===== config.mk =====
export PLATFORM = sky130hd
export DESIGN_NAME = epu_layer_sequencer
export DESIGN_NICKNAME = d
export VERILOG_FILES = /design/src/rtl/epu_pkg.sv /design/src/rtl/epu_unit_timeout.sv /design/src/rtl/epu_layer_sequencer.sv
export SDC_FILE = /design/constraint.sdc
export NUM_CORES = 1
export LEC_CHECK = 0
export BUFFER_PORTS_ARGS = -buffer_cell sky130_fd_sc_hd__clkbuf_2
export CORE_ASPECT_RATIO = 0.8
export CORE_MARGIN = 2
export CORE_UTILIZATION = 55
export CTS_CLUSTER_SIZE = 12
export DETAILED_ROUTE_END_ITERATION = 8
export HOLD_SLACK_MARGIN = 0.06
export PLACE_DENSITY_LB_ADDON = 0.15
export SLEW_MARGIN = 25
export SYNTH_ARGS = -nofsm -noshare
export SYNTH_HDL_FRONTEND = slang
export SYNTH_SLANG_ARGS = --single-unit

===== constraint.sdc =====
create_clock -name clk -period 3.65 [get_ports clk]
set_clock_uncertainty 0.1 [all_clocks]
set_input_delay 0.365 -clock clk [delete_from_list [all_inputs] [get_ports clk]]
set_output_delay 0.365 -clock clk [all_outputs]
set_load 0.1 [all_outputs]

===== src/rtl/epu_pkg.sv =====
// Shared types for the EPU layer sequencer: one-hot bus modes, descriptor layout, FSM states.
package epu_pkg;

  localparam int unsigned MODE_W = 4;
  localparam int unsigned DESC_W = 32;

  localparam logic [MODE_W-1:0] IDLE_MODE     = 4'b0001;
  localparam logic [MODE_W-1:0] CONV_3x3_MODE = 4'b0010;
  localparam logic [MODE_W-1:0] CONV_1x1_MODE = 4'b0100;
  localparam logic [MODE_W-1:0] MAX_POOL_MODE = 4'b1000;

  typedef enum logic [1:0] {
    OP_CONV_3X3 = 2'd0,
    OP_CONV_1X1 = 2'd1,
    OP_MAX_POOL = 2'd2,
    OP_ILLEGAL  = 2'd3
  } op_e;

  typedef struct packed {
    logic [28:0] reserved;
    logic        last;
    op_e         op;
  } desc_t;

  typedef enum logic [3:0] {
    S_IDLE, S_FETCH, S_WAIT, S_DECODE, S_SWITCH,
    S_START, S_RUN, S_NEXT, S_DONE, S_ERR
  } state_e;

  function automatic logic [MODE_W-1:0] op_to_mode(input op_e op);
    case (op)
      OP_CONV_3X3: op_to_mode = CONV_3x3_MODE;
      OP_CONV_1X1: op_to_mode = CONV_1x1_MODE;
      OP_MAX_POOL: op_to_mode = MAX_POOL_MODE;
      default:     op_to_mode = IDLE_MODE;
    endcase
  endfunction

endpackage


===== src/rtl/epu_unit_timeout.sv =====
// Per-layer RUN watchdog: counts enabled cycles since clear, flags the last allowed cycle.
module epu_unit_timeout #(
  parameter int unsigned TIMEOUT_CYCLES = 0
) (
  input  logic clk,
  input  logic rst,
  input  logic i_clr,
  input  logic i_en,
  output logic o_expired_c
);

  localparam int unsigned CNT_W = 16;

  logic [CNT_W-1:0] r_cnt;

  always_ff @(posedge clk or posedge rst) begin
    if (rst) begin
      r_cnt <= '0;
    end else if (i_clr) begin
      r_cnt <= '0;
    end else if (i_en) begin
      r_cnt <= r_cnt + CNT_W'(1);
    end
  end

  // Fires during the TIMEOUT_CYCLES-th enabled cycle so the FSM leaves right after it.
  assign o_expired_c = (TIMEOUT_CYCLES != 0) && i_en &&
                       ((17'(r_cnt) + 17'd1) == 17'(TIMEOUT_CYCLES));

endmodule


===== src/rtl/epu_layer_sequencer.sv =====
// Walks a descriptor list in SRAM, steering the bus-switcher mode and starting one compute unit per layer.
module epu_layer_sequencer
  import epu_pkg::*;
#(
  parameter int unsigned ADDR_W         = 16,
  parameter int unsigned MAX_LAYERS     = 64,
  parameter int unsigned TIMEOUT_CYCLES = 0
) (
  input  logic              clk,
  input  logic              rst,
  input  logic              start,
  input  logic [ADDR_W-1:0] base_addr,
  output logic              busy,
  output logic              done,
  output logic              error,
  output logic [7:0]        layer_idx,
  output logic              desc_cs,
  output logic              desc_oe,
  output logic [ADDR_W-1:0] desc_addr,
  input  logic [31:0]       desc_rdata,
  output logic [3:0]        mode,
  output logic              conv_3x3_start,
  output logic              conv_1x1_start,
  output logic              maxpool_start,
  input  logic              conv_3x3_done,
  input  logic              conv_1x1_done,
  input  logic              maxpool_done
);

  state_e            r_state;
  logic [ADDR_W-1:0] r_ptr;
  logic [ADDR_W-1:0] r_addr;
  logic [7:0]        r_layer_idx;
  logic [3:0]        r_mode;
  logic              r_busy, r_done, r_error, r_cs, r_oe;
  logic              r_c3_start, r_c1_start, r_mp_start;
  op_e               r_op;
  logic              r_last;

  desc_t             w_desc;
  logic              w_unused_rsvd;
  logic              w_sel_done;
  logic              w_expired;
  logic [8:0]        w_idx_inc;
  logic [ADDR_W-1:0] w_ptr_inc;

  assign w_desc        = desc_t'(desc_rdata);
  assign w_unused_rsvd = ^w_desc.reserved;
  assign w_sel_done    = |(r_mode[3:1] & {maxpool_done, conv_1x1_done, conv_3x3_done});
  assign w_idx_inc     = {1'b0, r_layer_idx} + 9'd1;
  assign w_ptr_inc     = r_ptr + ADDR_W'(1);

  epu_unit_timeout #(.TIMEOUT_CYCLES(TIMEOUT_CYCLES)) u_timeout (
    .clk         (clk),
    .rst         (rst),
    .i_clr       (r_state == S_START),
    .i_en        (r_state == S_RUN),
    .o_expired_c (w_expired)
  );

  always_ff @(posedge clk or posedge rst) begin
    if (rst) begin
      r_state     <= S_IDLE;
      r_ptr       <= '0;
      r_addr      <= '0;
      r_layer_idx <= '0;
      r_mode      <= IDLE_MODE;
      r_busy      <= 1'b0;
      r_done      <= 1'b0;
      r_error     <= 1'b0;
      r_cs        <= 1'b0;
      r_oe        <= 1'b0;
      r_c3_start  <= 1'b0;
      r_c1_start  <= 1'b0;
      r_mp_start  <= 1'b0;
      r_op        <= OP_CONV_3X3;
      r_last      <= 1'b0;
    end else begin
      r_done     <= 1'b0;
      r_cs       <= 1'b0;
      r_oe       <= 1'b0;
      r_c3_start <= 1'b0;
      r_c1_start <= 1'b0;
      r_mp_start <= 1'b0;
      case (r_state)
        S_IDLE: begin
          if (start) begin
            r_ptr       <= base_addr;
            r_addr      <= base_addr;
            r_error     <= 1'b0;
            r_layer_idx <= '0;
            r_busy      <= 1'b1;
            r_cs        <= 1'b1;
            r_oe        <= 1'b1;
            r_state     <= S_FETCH;
          end
        end
        S_FETCH: r_state <= S_WAIT;
        S_WAIT: begin
          r_op    <= w_desc.op;
          r_last  <= w_desc.last;
          r_state <= S_DECODE;
        end
        S_DECODE: begin
          if (r_op == OP_ILLEGAL) begin
            r_error <= 1'b1;
            r_done  <= 1'b1;
            r_mode  <= IDLE_MODE;
            r_state <= S_ERR;
          end else begin
            r_mode  <= op_to_mode(r_op);
            r_state <= S_SWITCH;
          end
        end
        S_SWITCH: begin
          r_c3_start <= r_mode[1];
          r_c1_start <= r_mode[2];
          r_mp_start <= r_mode[3];
          r_state    <= S_START;
        end
        S_START: r_state <= S_RUN;
        // Unit done wins over a watchdog expiry landing in the same cycle.
        S_RUN: begin
          if (w_sel_done) begin
            r_state <= S_NEXT;
          end else if (w_expired) begin
            r_error <= 1'b1;
            r_done  <= 1'b1;
            r_mode  <= IDLE_MODE;
            r_state <= S_ERR;
          end
        end
        S_NEXT: begin
          r_mode <= IDLE_MODE;
          if (r_last) begin
            r_done  <= 1'b1;
            r_state <= S_DONE;
          end else begin
            r_ptr       <= w_ptr_inc;
            r_layer_idx <= (r_layer_idx == 8'hFF) ? 8'hFF : w_idx_inc[7:0];
            if (32'(w_idx_inc) == MAX_LAYERS) begin
              r_error <= 1'b1;
              r_done  <= 1'b1;
              r_state <= S_ERR;
            end else begin
              r_addr  <= w_ptr_inc;
              r_cs    <= 1'b1;
              r_oe    <= 1'b1;
              r_state <= S_FETCH;
            end
          end
        end
        S_DONE: begin
          r_busy  <= 1'b0;
          r_state <= S_IDLE;
        end
        S_ERR: begin
          r_busy  <= 1'b0;
          r_mode  <= IDLE_MODE;
          r_state <= S_IDLE;
        end
        default: r_state <= S_IDLE;
      endcase
    end
  end

  assign busy           = r_busy;
  assign done           = r_done;
  assign error          = r_error;
  assign layer_idx      = r_layer_idx;
  assign desc_cs        = r_cs;
  assign desc_oe        = r_oe;
  assign desc_addr      = r_addr;
  assign mode           = r_mode;
  assign conv_3x3_start = r_c3_start;
  assign conv_1x1_start = r_c1_start;
  assign maxpool_start  = r_mp_start;

endmodule

==> impl_metrics.csv <==
group,metric,value,unit
setup_path,worstPathRequired,3.76,ns
global_routing,grt_pass1_vias,2225,
synth,synth.cell_area,3020,um^2
route,dr.pass1.iters,4,
sta,max_freq,0.380,GHz
setup_path,cp.arrival,2.75,ns
setup_path,r2r_cells,7,
route,ant_nets,0,
finish,final_common_cell,"clkbuf_2",
run_status,status,"complete, no violations",
placement,numPortBuffers,60,
synth,syn_inst,291,
floorplan,die_area,6100,um^2
synth,synth_top_area_share,47.2,%
placement,gp_congestion,0.795,
route,viasPerCell,5.70,
finish,mostFrequentLayoutCells,"60 x clkbuf_2, 57 x dfrtp_1, 34 x nand2_1, 25 x nor2_1, 23 x a21oi_1",
floorplan,std_cell_rows,24,
global_routing,grt_max_degree,37,
global_routing,grt_pass1_wl,10.7,mm
setup_path,crit_type,"register to register",
synth,ys_seq_elements,58,
sta,worstMarginPinSlew,0.843,ns
clock_tree,root_buffer,"clkbuf_8",
route,routed_wl,6.43,mm
sta,setup_viol,0,
sta,finalCritPeriodShare,72.1,%
synth,yosys_warnings,0,
synth,syn_avg_cell_area,10.4,um^2
finish,finish.net_count,408,
sta,drv_slew,0,
placement,hpwl,4.43,mm
hold_path,hp-class,"input pin to register",
finish,diodes,0,
global_routing,grt-ovfl-total,0,
route,wl_per_cell,15.3,um
run,cap_violations,0,
setup_path,startpoint,"layer_idx[0]$_DFFE_PP0P_",
synth,synthFlopType,"dfrtp_1",
sta,rsz0062_at_grt,"no",
route,drt-initial-drc-count,125,
synth,synth-edff-count,0,
floorplan,die_x,86.9,um
sta,hold-worst-slack,0.136,ns
sta,post-route-min-period,2.63,ns
setup_path,crit_end,"desc_addr[8]$_DFFE_PP0P_",
clock_tree,clock_sinks,58,
clock_tree,cts_resized,0,
sta,hold_viol,0,
setup_path,ff2ff_setup_slack,1.02,ns
clock_tree,clock_path_buffers,2,
clock_tree,post_cts_buffers,0,
sta,final.setup.tns,0,ns
sta,relSlewSlack,43.0,%
clock_tree,clkLatencyLatePin,0.34,ns
setup_path,crit_fanout,9,
clock_tree,h-tree-depth,3,
floorplan,io-pin-count,90,
synth,synth_area_leader_cell,"dfrtp_1",
finish,syn_to_final_growth,16.5,%
floorplan,core_area,5380,um^2
synth,synthesis.nets,348,
floorplan,die_h,70.3,um
floorplan,start_util,56.2,%
synth,synth_seq_area_share,48.1,%
setup_path,cp-start-kind,"register",
clock_tree,cts.clk_slew.worst_paths,0.06,ns
synth,synth.distinct_cells,51,
clock_tree,cts_made_buffers,9,
global_routing,gr-usage-all-layers,22.6,%
setup_path,end_kind,"register",
setup_path,r2r-start,"layer_idx[0]$_DFFE_PP0P_",
synth,synth_area_leaders,"dfrtp_1 47%, mux2_2 7.1%, mux2_4 4.5%",
synth,postSynth.asyncResetShare,100,%
route,via_count,2395,
finish,drive_above_1_share,31.8,%
setup_path,r2r_end,"desc_addr[8]$_DFFE_PP0P_",
clock_tree,cts_tree,"yes",
finish,nFillCells,453,
route,route.detailed.drc,0,
global_routing,antenna_found_initial,0,
==> worst min path at each step <==
| stage | from | end | slack (ns) | depth (start not counted) |
|---|---|---|---|---|
| 6_report | desc_rdata[1] | r_op[1]$_DFFE_PP0P_ | 0.14 | 3 |
| 5_1_grt | desc_rdata[1] | r_op[1]$_DFFE_PP0P_ | 0.14 | 3 |
| 4_1_cts | desc_rdata[1] | r_op[1]$_DFFE_PP0P_ | 0.12 | 3 |
| 3_5_place_dp | mode[0]$_DFFE_PP1P_ | mode[0]$_DFFE_PP1P_ | 0.36 | 2 |
| 3_3_place_gp | mode[0]$_DFFE_PP1P_ | mode[0]$_DFFE_PP1P_ | 0.35 | 2 |
| 2_1_floorplan | desc_rdata[2] | r_last$_DFFE_PP0P_ | 0.38 | 2 |
==> registers in the layout, indices dropped and copies added (netlist names), 2 cells and up <==
name / count
r_ptr: 16
layer_idx: 8
mode: 4
r_state: 4
r_op: 2
desc_addr: 16
==> critical path, stage by stage (launching register included) <==
cell and delay (ns):
dfrtp_1 0.47, ha_1 0.30, nand2_1 0.13, a21oi_1 0.05, o21a_1 0.24, o31ai_4 0.62
buf_6 0.26, mux2_2 0.35
==> synthesized netlist by cell type, types with 5 or more instances <==
cell	n
xor2_1	11
nand4_1	6
a21oi_1	23
dfrtp_1	57
nor3_1	5
nand3_1	9
nor2_1	25
mux2_4	9
o21ai_0	16
mux2_2	19
clkbuf_1	7
and3_1	6
nand2_1	34
==> layer usage <==
metal	vias up	global-route usage, %	routed length (um)
met1	1147	32.6	3170
li1	1182	-	-
met5	-	0	0
met3	2	7.80	356
met4	0	5.56	27
met2	64	32.6	2870
==> kinds of logic after synthesis <==
logic type / after synthesis / share of synthesized area, %
multiplexers: 30 / 12.2
AND/OR/NAND/NOR: 106 / 18.2
XOR/XNOR: 13 / 3.77
flip-flops: 58 / 48.1
adder cells (fa/ha/maj): 3 / 1.24
AO/OA/AOI/OAI: 62 / 13.0
buffers and inverters: 19 / 3.48
==> metrics by stage <==
step                util (%)  area, um^2  instances  setup WS (ns)
floorplan                  -        3020        291          0.864
global placement        61.9        3330        403          0.887
detailed placement      62.1        3340        404           1.05
CTS                     65.5        3520        420           1.03
global route            65.5        3520        420          0.811
finish                  65.5        3520        420           1.02
==> final cells by class <==
type	instances	area (um^2)	share of cell area (%)
Timing Repair Buffer	64	337	9.57
Clock buffer	12	155	4.41
Inverter	4	15.0	0.427
Clock inverter	3	15.0	0.427
Multi-Input combinational cell	214	1460	41.6
Tap cell	65	81.3	2.31
Sequential cell	58	1450	41.3
==> repair_timing <==
item                                    in CTS  in global routing
endpoints found under the hold margin        9                  0
hold buffers                                 1                  0
endpoints found under the setup margin       0                  0
Power is left out: the tool's default activity adds up to more than one toggle a clock period on the data nets, which glitch-free logic cannot reach.
